[src/rtl/lebug_pkg.sv]
// Shared definitions for the vector-scalar reduce stage: op encodings, config stride,
// and chain-id width helpers.
package lebug_pkg;

    localparam logic [7:0] OP_PASS = 8'd0;
    localparam logic [7:0] OP_SUM  = 8'd1;
    localparam logic [7:0] OP_MAX  = 8'd2;
    localparam logic [7:0] OP_MIN  = 8'd3;

    // Config slots per chain: op, then acc_en.
    localparam int unsigned CFG_STRIDE = 2;

    function automatic int unsigned chain_w(input int unsigned n);
        return (n > 1) ? $clog2(n) : 1;
    endfunction

    localparam int unsigned DEF_MAX_CHAINS = 4;
    typedef logic [chain_w(DEF_MAX_CHAINS)-1:0] chain_id_t;

endpackage

[src/rtl/lane_reducer.sv]
// Combinational cross-lane sum/max (and min when VSRU_MIN_EN is defined), plus the
// two-operand combine that folds a reduction into a running accumulator.
module lane_reducer
    import lebug_pkg::*;
#(
    parameter int unsigned N          = 8,
    parameter int unsigned DATA_WIDTH = 32
) (
    input  logic [7:0]                   op_i,
    input  logic [N-1:0][DATA_WIDTH-1:0] vec_i,
    input  logic [DATA_WIDTH-1:0]        acc_i,
    input  logic                         acc_empty_i,
    output logic [DATA_WIDTH-1:0]        red_o,
    output logic [DATA_WIDTH-1:0]        new_o
);

    logic [DATA_WIDTH-1:0] sum, mx, comb;
`ifdef VSRU_MIN_EN
    logic [DATA_WIDTH-1:0] mn;
`endif

    always_comb begin
        sum = '0;
        mx  = '0;
`ifdef VSRU_MIN_EN
        mn  = '1;
`endif
        for (int i = 0; i < N; i++) begin
            sum = sum + vec_i[i];
            if (vec_i[i] > mx) mx = vec_i[i];
`ifdef VSRU_MIN_EN
            if (vec_i[i] < mn) mn = vec_i[i];
`endif
        end

        red_o = sum;
        comb  = acc_i + red_o;
        if (op_i == OP_MAX) begin
            red_o = mx;
            comb  = (acc_i > red_o) ? acc_i : red_o;
        end
`ifdef VSRU_MIN_EN
        if (op_i == OP_MIN) begin
            red_o = mn;
            comb  = (acc_i < red_o) ? acc_i : red_o;
        end
`endif
        new_o = acc_empty_i ? red_o : comb;
    end

endmodule

[src/rtl/vector_scalar_reduce.sv]
// Two-stage vector pass/reduce stage with per-chain firmware and optional accumulation.
// Defining VSRU_MIN_EN makes op 3 an unsigned min; otherwise op 3 is passthrough.
module vector_scalar_reduce
    import lebug_pkg::*;
#(
    parameter int unsigned N                  = 8,
    parameter int unsigned DATA_WIDTH         = 32,
    parameter int unsigned MAX_CHAINS         = 4,
    parameter int unsigned PERSONAL_CONFIG_ID = 0
) (
    input  logic                                 clk,
    input  logic                                 rst_n,
    input  logic                                 tracing,
    input  logic                                 valid_in,
    input  logic                                 eof_in,
    input  logic [chain_w(MAX_CHAINS)-1:0]       chainId_in,
    input  logic [7:0]                           configId,
    input  logic [7:0]                           configData,
    input  logic [N-1:0][DATA_WIDTH-1:0]         vector_in,
    output logic [N-1:0][DATA_WIDTH-1:0]         vector_out,
    output logic [chain_w(MAX_CHAINS)-1:0]       chainId_out,
    output logic                                 valid_out,
    output logic                                 eof_out
);

    localparam int unsigned CW    = chain_w(MAX_CHAINS);
    localparam int unsigned SLOTS = CFG_STRIDE * MAX_CHAINS;
    localparam int unsigned PW    = chain_w(SLOTS);
    localparam logic [PW-1:0] PtrLast = PW'(SLOTS - 1);

    logic [7:0]    fw_op_q  [MAX_CHAINS];
    logic [7:0]    fw_acc_q [MAX_CHAINS];
    logic [PW-1:0] cfg_ptr_q;
    logic [CW-1:0] cfg_chain;
    logic          cfg_hit;

    assign cfg_hit   = (configId == 8'(PERSONAL_CONFIG_ID));
    assign cfg_chain = CW'(cfg_ptr_q >> 1);

    always_ff @(posedge clk or negedge rst_n) begin
        if (!rst_n) begin
            cfg_ptr_q <= '0;
            for (int c = 0; c < MAX_CHAINS; c++) begin
                fw_op_q[c]  <= '0;
                fw_acc_q[c] <= '0;
            end
        end else if (cfg_hit) begin
            if (cfg_ptr_q[0]) fw_acc_q[cfg_chain] <= configData;
            else              fw_op_q[cfg_chain]  <= configData;
            cfg_ptr_q <= (cfg_ptr_q == PtrLast) ? '0 : cfg_ptr_q + PW'(1);
        end
    end

    logic [N-1:0][DATA_WIDTH-1:0] s1_vec_q;
    logic                         s1_valid_q, s1_eof_q;
    logic [CW-1:0]                s1_chain_q;
    logic [7:0]                   s1_op_q, s1_acc_en_q;

    // Firmware is read from the registered copy, so a same-cycle write is not seen.
    always_ff @(posedge clk or negedge rst_n) begin
        if (!rst_n) begin
            s1_vec_q    <= '0;
            s1_valid_q  <= 1'b0;
            s1_eof_q    <= 1'b0;
            s1_chain_q  <= '0;
            s1_op_q     <= '0;
            s1_acc_en_q <= '0;
        end else begin
            s1_valid_q <= tracing & valid_in;
            if (tracing) begin
                s1_vec_q    <= vector_in;
                s1_eof_q    <= eof_in;
                s1_chain_q  <= chainId_in;
                s1_op_q     <= fw_op_q[chainId_in];
                s1_acc_en_q <= fw_acc_q[chainId_in];
            end
        end
    end

    logic [DATA_WIDTH-1:0] acc_q [MAX_CHAINS];
    logic [DATA_WIDTH-1:0] acc_d [MAX_CHAINS];
    logic [MAX_CHAINS-1:0] acc_empty_q, acc_empty_d;
    logic [DATA_WIDTH-1:0] red, acc_new;
    logic                  is_red, acc_mode;

    lane_reducer #(
        .N          (N),
        .DATA_WIDTH (DATA_WIDTH)
    ) u_lane_reducer (
        .op_i        (s1_op_q),
        .vec_i       (s1_vec_q),
        .acc_i       (acc_q[s1_chain_q]),
        .acc_empty_i (acc_empty_q[s1_chain_q]),
        .red_o       (red),
        .new_o       (acc_new)
    );

    always_comb begin
        is_red = (s1_op_q == OP_SUM) || (s1_op_q == OP_MAX);
`ifdef VSRU_MIN_EN
        if (s1_op_q == OP_MIN) is_red = 1'b1;
`endif
        acc_mode = is_red && (s1_acc_en_q != 8'd0);
    end

    logic [N-1:0][DATA_WIDTH-1:0] out_vec_d;
    logic [CW-1:0]                out_chain_d;
    logic                         out_valid_d, out_eof_d;

    always_comb begin
        acc_d       = acc_q;
        acc_empty_d = acc_empty_q;
        out_vec_d   = '0;
        out_chain_d = '0;
        out_valid_d = 1'b0;
        out_eof_d   = 1'b0;
        if (s1_valid_q) begin
            if (!is_red) begin
                out_vec_d   = s1_vec_q;
                out_chain_d = s1_chain_q;
                out_valid_d = 1'b1;
                out_eof_d   = s1_eof_q;
            end else if (!acc_mode) begin
                out_vec_d[0] = red;
                out_chain_d  = s1_chain_q;
                out_valid_d  = 1'b1;
                out_eof_d    = s1_eof_q;
            end else if (s1_eof_q) begin
                out_vec_d[0]            = acc_new;
                out_chain_d             = s1_chain_q;
                out_valid_d             = 1'b1;
                out_eof_d               = 1'b1;
                acc_d[s1_chain_q]       = '0;
                acc_empty_d[s1_chain_q] = 1'b1;
            end else begin
                acc_d[s1_chain_q]       = acc_new;
                acc_empty_d[s1_chain_q] = 1'b0;
            end
        end
    end

    always_ff @(posedge clk or negedge rst_n) begin
        if (!rst_n) begin
            for (int c = 0; c < MAX_CHAINS; c++) acc_q[c] <= '0;
            acc_empty_q <= '1;
            vector_out  <= '0;
            chainId_out <= '0;
            valid_out   <= 1'b0;
            eof_out     <= 1'b0;
        end else begin
            acc_q       <= acc_d;
            acc_empty_q <= acc_empty_d;
            vector_out  <= out_vec_d;
            chainId_out <= out_chain_d;
            valid_out   <= out_valid_d;
            eof_out     <= out_eof_d;
        end
    end

endmodule

[config.mk]
export PLATFORM = sky130hd
export DESIGN_NAME = vector_scalar_reduce
export DESIGN_NICKNAME = d
export VERILOG_FILES = /design/src/rtl/lebug_pkg.sv /design/src/rtl/lane_reducer.sv /design/src/rtl/vector_scalar_reduce.sv
export SDC_FILE = /design/constraint.sdc
export NUM_CORES = 2
export LEC_CHECK = 0
export ABC_CLOCK_PERIOD_IN_PS = 33400
export CAP_MARGIN = 15
export CORE_ASPECT_RATIO = 0.7
export CORE_MARGIN = 1
export CORE_UTILIZATION = 41
export CTS_CLUSTER_DIAMETER = 120
export DETAILED_ROUTE_END_ITERATION = 8
export GPL_ROUTABILITY_DRIVEN = 0
export PLACE_DENSITY = 0.71
export SKIP_LAST_GASP = 1
export SYNTH_ARGS = -nofsm -noshare
export SYNTH_HDL_FRONTEND = slang
export SYNTH_HIERARCHICAL = 1
export SYNTH_SLANG_ARGS = --single-unit
[constraint.sdc]
create_clock -name clk -period 33.4 [get_ports clk]
set_input_delay 3.34 -clock clk [delete_from_list [all_inputs] [get_ports clk]]
set_output_delay 3.34 -clock clk [all_outputs]
set_load 0.01 [all_outputs]
==> flow_summary.ini <==
[outcome]
run_status = complete, no violations

[die]
io_pins = 539
die_area_mm2 = 0.1130
rows = 102
fp.dieW_um = 401.3
initial_utilization_pct = 41.36
coreArea_mm2 = 0.1106
die_h_um = 281.5

[clock_network]
clock_sinks = 735
cts_hold_buf = 0
cts_buffer_depth = 3
ctsHtreeMaxLevel = 3
post_cts_resized = 0
cts_tree = yes
cts.clk_slew.worst_paths_ns = 0.06
cts_buffers = 77
clockRootBuffer = clkbuf_16
clk_latency_ns = 0.70
cts_setup_buffers = 0

[synth]
syn_inst = 3985
synth_top_area_share_pct = 39.97
synth-edff-count = 0
yosysSeqAreaShare_pct = 40.20
synth_top_cells_by_area = dfrtp_1, mux2_2, ha_1
async_flop_share_pct = 100.0
synth.avg_cell_area_um2 = 11.48
post-synth-top-area-cell = dfrtp_1
netlist_area_mm2 = 0.04577
yosysWarningCount = 6
syn_nets = 4758
synth_seq_cells = 735
ys.flop_type = dfrtp_1
synth.distinct_cells = 93
ys_top_cells_by_count = dfrtp_1, mux2_2, inv_1
yosysMostFrequentCell = dfrtp_1

[sta]
tightestPinTransition_ns = 1.296
rsz0062_at_grt = false
fin_skew_ns = 0.04396
slew_headroom_pct = 13.37
fmax_mhz = 34.92
setup_viol = 0
tns_ns = 0
fin_crit_ns = 28.63
hold_viol_final = 0
fin_crit_sh_pct = 85.73
slew_violations = 0

[flow_run]
drv_cap = 0

[routing]
post_drt_via_cell_ratio = 5.537
postRouteAntennaNets = 0
drt-pass1-iter-count = 7
initialDrtViolationCount = 2864
vias = 33190
drt-total-wl_mm = 143.0
drc = 0
wire_per_inst_um = 23.87

[layout]
fin_nets = 5246
seq_area_mm2 = 0.01840
fillers = 9797
final_util_pct = 49.79
multi_input_area_mm2 = 0.02510
drive_gt1_share_pct = 17.27
syn2layout_area_growth_pct = 20.38

[setup_path]
required_ns = 33.96
cp-start-kind = flip-flop
critPathBufInv = 15
path_depth = 112
critPathMaxFanout = 36
reg2reg_depth = 112
slowest_stage = a2111oi_1
path_delay_family = compound AO/OA/AOI/OAI gates
crit_top_cell = a21oi_1
r2r-end = vector_out[15]
cp_slowest_stage_delay_ns = 1.08
rrSetupSlack_ns = 4.77
end_kind = flip-flop
worstPathArrival_ns = 29.20
critPathKind = reg -> reg
r2r-start = s1_vec_q[30]

[hold_path]
hold_path_class = reg -> reg
min_from = acc_q[61]
hold_path_depth = 1
min_to = acc_q[61]

[global_route]
grt_pass1_wl_mm = 213.4
grt_use_total_pct = 25.14
grt_pass1_vias = 33030
grt-ovfl-total = 0
antenna_found_initial = 11
grt_start_max_net_pins = 179

[placed_design]
hpwlAfterDp_mm = 109.8
port_buffers = 538
-- placed cells by master (no fill, tap or decap), types with 32 or more instances in the layout --
master	n
a21o_1	75
a21oi_1	235
and2_1	235
buf_4	35
clkbuf_16	78
clkdlybuf4s50_1	536
dfrtp_1	729
fa_1	184
ha_1	310
inv_1	425
mux2_2	480
mux2_4	32
mux2i_1	148
mux4_2	51
nand2_1	135
nand2b_1	32
nand3_1	36
nand4_1	55
nor2_1	89
nor2b_1	45
nor3_1	50
o21ai_0	82
o2bb2ai_1	33
xnor2_1	63
-- area by class of cell --
class                      instances  area share (%)
multi-input combinational       2659           45.57
sequential                       735           33.40
timing repair buffer             575           10.34
clock buffer                     109           3.918
tap                             1456           3.307
inverter                         425           2.896
clock inverter                    30          0.5473
antenna                            5         0.02271
-- sequential cells by signal, indices dropped and copies added, names as in the netlist, 2 cells and up, named ones only --
register	count
acc_q	128
cfg_ptr_q	3
chainId_out	2
fw_acc_q	32
fw_op_q	32
s1_acc_en_q	8
s1_chain_q	2
s1_op_q	8
s1_vec_q	256
vector_out	256
-- kinds of logic (layout without fill, tap and decap cells) --
| logic type | count (synthesis) | after routing | synth area share (%) |
|---|---|---|---|
| other cells | 0 | 5 | 0 |
| simple gates | 765 | 765 | 9.479 |
| xor+xnor | 77 | 77 | 1.474 |
| flops | 735 | 735 | 40.20 |
| buf+inv | 591 | 1139 | 5.099 |
| fa+ha+maj | 495 | 495 | 16.55 |
| mux | 712 | 712 | 18.64 |
| compound gates | 610 | 610 | 8.563 |
-- per-stage QoR --
step                worst slack, ns  instance area [um2]  hold slack (ns)  instances
floorplan                     9.922                45770           0.4702       3985
global placement              6.737                52620           0.4819       5850
detailed placement            6.162                52620           0.4899       5850
CTS                           6.074                55080           0.5029       5989
global route                  3.820                55080           0.5100       5991
finish                        4.765                55090           0.5012       5994
-- metal layers --
layer	share of wire, %	track usage (%)	vias up
met2	45	39.08	1426
met1	43	34.64	16710
met3	9.3	6.608	219
met4	2.6	6.946	10
met5	0.032	0	-
li1	-	-	14820
-- how the worst max path moves through the flow --
stage                endpoint         start
3_5_place_dp   vector_out[15]  s1_vec_q[30]
3_3_place_gp   vector_out[15]  s1_vec_q[30]
5_1_grt        vector_out[15]  s1_vec_q[30]
6_report       vector_out[15]  s1_vec_q[30]
2_1_floorplan      acc_q[102]  s1_vec_q[17]
4_1_cts        vector_out[15]  s1_vec_q[30]
Power is left out: the tool's default activity adds up to more than one toggle a clock period on the data nets, which glitch-free logic cannot reach.
